--- src/rtl/bus_pkg.sv ---
// Shared definitions for the bus_if target-side responder.
package bus_pkg;

    typedef enum logic [1:0] {
        IDLE = 2'd0,
        WAIT = 2'd1,
        RESP = 2'd2
    } bus_resp_state_e;

    localparam logic RW_READ  = 1'b0;
    localparam logic RW_WRITE = 1'b1;

    localparam int unsigned CNT_W = 4;

endpackage

--- src/rtl/bus_mem_array.sv ---
// Word storage for the responder: synchronous write, registered read data,
// whole array and read register cleared by reset.
module bus_mem_array #(
    parameter int unsigned DATA_W = 32,
    parameter int unsigned DEPTH  = 64,
    parameter int unsigned IDX_W  = 6
) (
    input  logic              clk,
    input  logic              rst_n,
    input  logic              wr_en,
    input  logic              rd_en,
    input  logic              rd_clr,
    input  logic [IDX_W-1:0]  idx,
    input  logic [DATA_W-1:0] wdata,
    output logic [DATA_W-1:0] rdata
);

    logic [DATA_W-1:0] mem [DEPTH];

    // A cleared read returns zero; otherwise rdata holds its last value.
    always_ff @(posedge clk or negedge rst_n) begin
        if (!rst_n) begin
            mem   <= '{default: '0};
            rdata <= '0;
        end else begin
            if (wr_en) begin
                mem[idx] <= wdata;
            end
            if (rd_en) begin
                rdata <= mem[idx];
            end else if (rd_clr) begin
                rdata <= '0;
            end
        end
    end

endmodule

--- src/rtl/bus_mem_responder.sv ---
// bus_if target: latches a request, waits WAIT_CYCLES, then answers with a
// one-cycle ready pulse; reads/writes a local word array, flags decode errors.
module bus_mem_responder
    import bus_pkg::*;
#(
    parameter int unsigned ADDR_W      = 32,
    parameter int unsigned DATA_W      = 32,
    parameter int unsigned DEPTH       = 64,
    parameter int unsigned WAIT_CYCLES = 2
) (
    input  logic              clk,
    input  logic              rst_n,
    input  logic              valid,
    input  logic              rw,
    input  logic [ADDR_W-1:0] addr,
    input  logic [DATA_W-1:0] wdata,
    output logic              ready,
    output logic [DATA_W-1:0] rdata,
    output logic              err
);

    localparam int unsigned IDX_W = $clog2(DEPTH);

    bus_resp_state_e   state;
    logic [CNT_W-1:0]  cnt;
    logic              lat_rw;
    logic [ADDR_W-1:0] lat_addr;
    logic [DATA_W-1:0] lat_wdata;

    logic              cur_rw_c;
    logic [ADDR_W-1:0] cur_addr_c;
    logic [DATA_W-1:0] cur_wdata_c;
    logic              cur_err_c;
    logic              go_resp_c;

    function automatic logic addr_err(input logic [ADDR_W-1:0] a);
        return (a[1:0] != 2'b00) || ((a >> (IDX_W + 2)) != '0);
    endfunction

    // With zero wait states the array is accessed on the acceptance edge
    // itself, so the live request is used before it has been latched.
    always_comb begin
        cur_rw_c    = lat_rw;
        cur_addr_c  = lat_addr;
        cur_wdata_c = lat_wdata;
        if (state == IDLE) begin
            cur_rw_c    = rw;
            cur_addr_c  = addr;
            cur_wdata_c = wdata;
        end
        cur_err_c = addr_err(cur_addr_c);
        go_resp_c = ((state == IDLE) && valid && (WAIT_CYCLES == 0))
                 || ((state == WAIT) && (cnt == CNT_W'(1)));
    end

    always_ff @(posedge clk or negedge rst_n) begin
        if (!rst_n) begin
            state     <= IDLE;
            cnt       <= '0;
            lat_rw    <= RW_READ;
            lat_addr  <= '0;
            lat_wdata <= '0;
            ready     <= 1'b0;
            err       <= 1'b0;
        end else begin
            ready <= 1'b0;
            err   <= 1'b0;
            case (state)
                IDLE: begin
                    if (valid) begin
                        lat_rw    <= rw;
                        lat_addr  <= addr;
                        lat_wdata <= wdata;
                        cnt       <= CNT_W'(WAIT_CYCLES);
                        state     <= (WAIT_CYCLES == 0) ? RESP : WAIT;
                    end
                end
                WAIT: begin
                    cnt <= cnt - CNT_W'(1);
                    if (cnt == CNT_W'(1)) begin
                        state <= RESP;
                    end
                end
                RESP: begin
                    ready <= 1'b1;
                    err   <= addr_err(lat_addr);
                    state <= IDLE;
                end
                default: state <= IDLE;
            endcase
        end
    end

    bus_mem_array #(
        .DATA_W (DATA_W),
        .DEPTH  (DEPTH),
        .IDX_W  (IDX_W)
    ) u_mem (
        .clk    (clk),
        .rst_n  (rst_n),
        .wr_en  (go_resp_c && (cur_rw_c == RW_WRITE) && !cur_err_c),
        .rd_en  (go_resp_c && (cur_rw_c == RW_READ) && !cur_err_c),
        .rd_clr (go_resp_c && cur_err_c),
        .idx    (cur_addr_c[IDX_W+1:2]),
        .wdata  (cur_wdata_c),
        .rdata  (rdata)
    );

endmodule

--- config.mk ---
export PLATFORM = sky130hd
export DESIGN_NAME = bus_mem_responder
export DESIGN_NICKNAME = d
export VERILOG_FILES = /design/src/rtl/bus_pkg.sv /design/src/rtl/bus_mem_array.sv /design/src/rtl/bus_mem_responder.sv
export SDC_FILE = /design/constraint.sdc
export NUM_CORES = 2
export LEC_CHECK = 0
export BUFFER_PORTS_ARGS = -buffer_cell sky130_fd_sc_hd__buf_2
export CORE_MARGIN = 4
export CORE_UTILIZATION = 55
export DETAILED_ROUTE_END_ITERATION = 7
export PLACE_DENSITY = 0.81
export SKIP_CTS_REPAIR_TIMING = 1
export SLEW_MARGIN = 10
export SYNTH_ARGS = -nofsm -noshare
export SYNTH_HDL_FRONTEND = slang
export SYNTH_HIERARCHICAL = 1
export SYNTH_SLANG_ARGS = --single-unit
--- constraint.sdc ---
create_clock -name clk -period 4.9 [get_ports clk]
set_clock_uncertainty 0.05 [all_clocks]
set_input_delay 0.735 -clock clk [delete_from_list [all_inputs] [get_ports clk]]
set_output_delay 0.735 -clock clk [all_outputs]
set_load 0.005 [all_outputs]
==> flow_summary.html <==
<table>
<tr><th>Metric</th><th>Value</th></tr>
<tr><th colspan="2">Route</th></tr>
<tr><td>Uppermost routed layer</td><td>met5</td></tr>
<tr><td>Post-detailed-route wirelength per cell</td><td>33.10 microns</td></tr>
<tr><td>Total wirelength of the detailed-routed design</td><td>320,600 microns</td></tr>
<tr><td>Iteration count of the initial detailed-routing pass</td><td>8</td></tr>
<tr><td>DR WL met2</td><td>137,000 microns</td></tr>
<tr><td>Met3 wire len</td><td>43,350 microns</td></tr>
<tr><td>Via Count</td><td>69.47k</td></tr>
<tr><td>Post-Route M1 WL</td><td>112,000 microns</td></tr>
<tr><td>Detailed-route DRC error count</td><td>2</td></tr>
<tr><td>Residual antenna-violating net count after detailed routing</td><td>0</td></tr>
<tr><td>DRT iter0 DRCs</td><td>9,765</td></tr>
<tr><td>Routed vias/inst</td><td>7.174</td></tr>
<tr><th colspan="2">Power</th></tr>
<tr><td>Largest voltage drop on the vdd net</td><td>712.1 uV</td></tr>
<tr><td>PwrDens</td><td>484.6 nW/um^2</td></tr>
<tr><td>Final total power</td><td>0.05179 W</td></tr>
<tr><td>Leakage power figure</td><td>50.78 nW</td></tr>
<tr><th colspan="2">Die</th></tr>
<tr><td>Chip Width</td><td>426.0 microns</td></tr>
<tr><td>Cell Rows</td><td>153</td></tr>
<tr><td>Boundary pin count</td><td>102</td></tr>
<tr><td>Height of the die</td><td>426.0 microns</td></tr>
<tr><td>Die footprint</td><td>181,400 sq um</td></tr>
<tr><td>Effective utilization at floorplan</td><td>55.27%</td></tr>
<tr><td>Total core area</td><td>173,800 sq um</td></tr>
<tr><th colspan="2">Critical path</th></tr>
<tr><td>Depth of the worst register-to-register path</td><td>8</td></tr>
<tr><td>Critical Path Sink Type</td><td>register</td></tr>
<tr><td>Worst Path Max Fanout</td><td>25</td></tr>
<tr><td>Worst setup path start</td><td>state[0]</td></tr>
<tr><td>Terminus of the critical flop-to-flop path</td><td>u_mem/mem[1706]</td></tr>
<tr><td>Startpoint of the worst-slack reg-to-reg timing path</td><td>state[0]</td></tr>
<tr><td>Worst setup SP type</td><td>register</td></tr>
<tr><td>Worst Setup Path Type</td><td>reg2reg</td></tr>
<tr><td>FF-to-FF setup slack</td><td>0.66 ns</td></tr>
<tr><td>Required arrival time at the worst endpoint</td><td>5.59 ns</td></tr>
<tr><td>Arrival time reported for the critical path endpoint</td><td>4.93 ns</td></tr>
<tr><th colspan="2">Placement</th></tr>
<tr><td>Minimum setup slack after placement</td><td>0.8240 ns</td></tr>
<tr><td>Placed wire-length estimate after detailed placement</td><td>195,600 microns</td></tr>
<tr><td># placed instances</td><td>9,284</td></tr>
<tr><td>RD Place Congestion</td><td>0.9318</td></tr>
<tr><td>Number of port buffers</td><td>101</td></tr>
<tr><th colspan="2">Flow run</th></tr>
<tr><td>Max-capacitance violation count</td><td>0</td></tr>
<tr><th colspan="2">Logic synthesis</th></tr>
<tr><td>Syn. warnings</td><td>6</td></tr>
<tr><td>Area of the mapped netlist</td><td>96,080 sq um</td></tr>
<tr><td>Area fraction in compound gates after synthesis</td><td>11.48%</td></tr>
<tr><td>Number of synthesized flops with an enable pin</td><td>0</td></tr>
<tr><td>Fraction of post-synthesis cell area in the top cell type by area</td><td>56.08%</td></tr>
<tr><td>Share of synthesized area spent on multiplexers</td><td>25.32%</td></tr>
<tr><td>Area leader, netlist</td><td>dfrtp_1</td></tr>
<tr><td>Syn Nets</td><td>7,388</td></tr>
<tr><td>Main combinational cell family by area after synthesis</td><td>multiplexers</td></tr>
<tr><td>Mean area per synthesized cell</td><td>13.13 sq um</td></tr>
<tr><td>Share of the synthesized netlist area taken by xor and xnor gates</td><td>0%</td></tr>
<tr><td>Share of synthesized registers carrying an async set or reset</td><td>100.0%</td></tr>
<tr><td>Post-Syn Instances</td><td>7,318</td></tr>
<tr><td>Area share of fa/ha/maj cells after synthesis</td><td>0.02605%</td></tr>
<tr><td>Flip-flop and latch count after synthesis</td><td>2,153</td></tr>
<tr><td>Number of unique standard cell types used by synthesis</td><td>68</td></tr>
<tr><td>Synth area leaders</td><td>dfrtp_1 (56%), mux2_2 (25%), a22oi_1 (4.6%)</td></tr>
<tr><td>Register area share after synthesis</td><td>56.08%</td></tr>
<tr><td>Predominant post-synthesis flop cell</td><td>dfrtp_1</td></tr>
<tr><td>Simple logic cell fraction of the synthesized area</td><td>3.416%</td></tr>
<tr><th colspan="2">Global routing</th></tr>
<tr><td>Maximum number of pins on one net before global-route repair</td><td>201</td></tr>
<tr><td>Global-route wire length before repair</td><td>471,300 microns</td></tr>
<tr><td>Gr ovfl total</td><td>0</td></tr>
<tr><td>Total global-route track usage</td><td>34.93%</td></tr>
<tr><td>Number of antenna violations at the first check in global routing</td><td>16</td></tr>
<tr><td>Via count of the first global-routing pass</td><td>70.87k</td></tr>
<tr><th colspan="2">Cells and area</th></tr>
<tr><td>Fillcell total</td><td>12.50k</td></tr>
<tr><td>Area growth syn-to-layout</td><td>11.23%</td></tr>
<tr><td>Layout Nets</td><td>7,242</td></tr>
<tr><td>Post-route non-filler standard cell count</td><td>9,683</td></tr>
<tr><td>Fraction of final layout cells sized beyond drive strength 1</td><td>40.87%</td></tr>
<tr><th colspan="2">Clock network</th></tr>
<tr><td>TritonCTS clock tree</td><td>built</td></tr>
<tr><td>Clock root buffer master</td><td>clkbuf_16</td></tr>
<tr><td>Clock-pin slew of the registers on the worst-case setup and hold paths</td><td>0.07 ns</td></tr>
<tr><td>Sinks on the clock net</td><td>2,153</td></tr>
<tr><td>Maximum count of clock buffers along a single path</td><td>3</td></tr>
<tr><td>Clk Latency, worst-skew pair</td><td>0.90 ns</td></tr>
<tr><td>Number of buffers created by CTS</td><td>206</td></tr>
<tr><td>H-tree lvl count</td><td>4</td></tr>
<tr><th colspan="2">Outcome</th></tr>
<tr><td>Outcome</td><td>finished with violations</td></tr>
<tr><td>Failing checks</td><td>DRC, hold timing</td></tr>
<tr><th colspan="2">STA</th></tr>
<tr><td>Setup repair after global routing missed its margin</td><td>no</td></tr>
<tr><td>Number of failing setup endpoints in the final timing report</td><td>0</td></tr>
<tr><td>Worst slew margin relative to its limit</td><td>11.04%</td></tr>
<tr><td>Max-slew violation count</td><td>0</td></tr>
<tr><td>Worst Hold Slack</td><td>-0.008195 ns</td></tr>
<tr><td>Minimum clock period after layout</td><td>4.241 ns</td></tr>
<tr><td>Transition time at the pin with the least slew margin</td><td>1.334 ns</td></tr>
<tr><td>Setup ws final</td><td>0.6588 ns</td></tr>
<tr><td>Hold Vio Cnt, Final</td><td>7</td></tr>
<tr><td>Period utilisation layout</td><td>86.56%</td></tr>
<tr><td>Final TNS setup</td><td>0 ns</td></tr>
<tr><td>Fmax</td><td>0.2358 GHz</td></tr>
<tr><th colspan="2">Min path</th></tr>
<tr><td>Hold Crit Depth</td><td>3</td></tr>
<tr><td>Class of the worst hold path</td><td>in2reg</td></tr>
<tr><td>WHS Endpoint</td><td>lat_rw</td></tr>
<tr><td>Worst hold start</td><td>rw</td></tr>
</table>
through the flow:
| stage | hold WS [ns] | util [%] | instance area, sq um |
|---|---|---|---|
| 2_1_floorplan | 0.3894 | - | 96080 |
| 3_3_place_gp | 0.4030 | 57.33 | 99650 |
| 3_5_place_dp | 0.4088 | 57.33 | 99650 |
| 4_1_cts | -0.2618 | 61.43 | 106800 |
| 5_1_grt | 0.0007095 | 61.47 | 106800 |
| 6_report | -0.008195 | 61.48 | 106900 |
cells in the final DEF, fill, tap and decap left out, drive strengths merged, types with 74 or more instances in the layout:
cell / synthesis / routed
dfrtp: 2153 / 2153
mux2: 2106 / 2106
a22oi: 586 / 586
buf: 471 / 439
a221oi: 325 / 325
clkbuf: 327 / 304
nand2: 293 / 293
o22ai: 251 / 251
nor2: 166 / 166
nor3: 107 / 107
o21ai: 89 / 89
a21oi: 74 / 74
cell type report:
cell class	count	area (sq um)	area share (%)
Timing Repair Buffer	444	3784	3.541
Clock buffer	304	6093	5.702
Clock inverter	80	1035	0.9683
Inverter	7	32.53	0.03044
Sequential cell	2153	53880	50.42
Tap cell	2325	2909	2.722
Multi-Input combinational cell	4360	39110	36.60
Antenna cell	10	25.02	0.02342
routing by layer:
metal / vias to the layer above / track usage, %
li1: 27084 / -
met1: 35800 / 43.73
met2: 5072 / 50.22
met3: 1490 / 12.47
met4: 22 / 25.06
met5: - / 0.6989
sequential cells by signal, indices dropped and copies added (netlist names):
register     cells
u_mem/rdata     32
lat_addr        32
state            2
err              1
lat_wdata       32
lat_rw           1
ready            1
u_mem/mem     2048
cnt              4
logic make-up after synthesis:
family | after synthesis
buffers and inverters | 805
DFF | 2153
muxes | 2157
adders and majority gates | 2
AOI/OAI and AO/OA | 1480
and+or+nand+nor | 721
power by group:
group	total, W	internal, W	switching [W]
logic	0.0169	0.00331	0.0136
registers	0.0182	0.0181	0.000176
clock network	0.0166	0.00942	0.00720
total	0.0518	0.0308	0.0210
cells in the mapped netlist, types with 74 or more instances:
library cell / number
buf_1: 116
o22ai_1: 251
clkbuf_1: 327
o21ai_0: 88
mux2_2: 2102
buf_2: 339
nor3_1: 104
a21oi_1: 74
nand2_1: 293
dfrtp_1: 2153
nor2_1: 164
a22oi_1: 585
a221oi_1: 325
how the worst max path moves through the flow:
stage / cells after the start / to / slack [ns]
final: 8 / u_mem/mem[1706] / 0.66
after global routing: 9 / u_mem/rdata[17] / 0.66
after CTS: 11 / u_mem/rdata[5] / 0.80
after detailed placement: 11 / u_mem/rdata[5] / 0.82
after global placement: 11 / u_mem/rdata[5] / 0.94
after floorplan: 12 / u_mem/rdata[24] / 1.86
critical path, cell delays in order (launching register included):
cell     delay [ns]
dfrtp_1        0.48
nor2_4         0.35
mux2_2         0.57
nor2_1         0.26
buf_4          0.20
and2_1         0.74
nand2_2        0.52
buf_4          0.50
mux2_2         0.36
No activity file was read; power rests on OpenSTA's default activity.
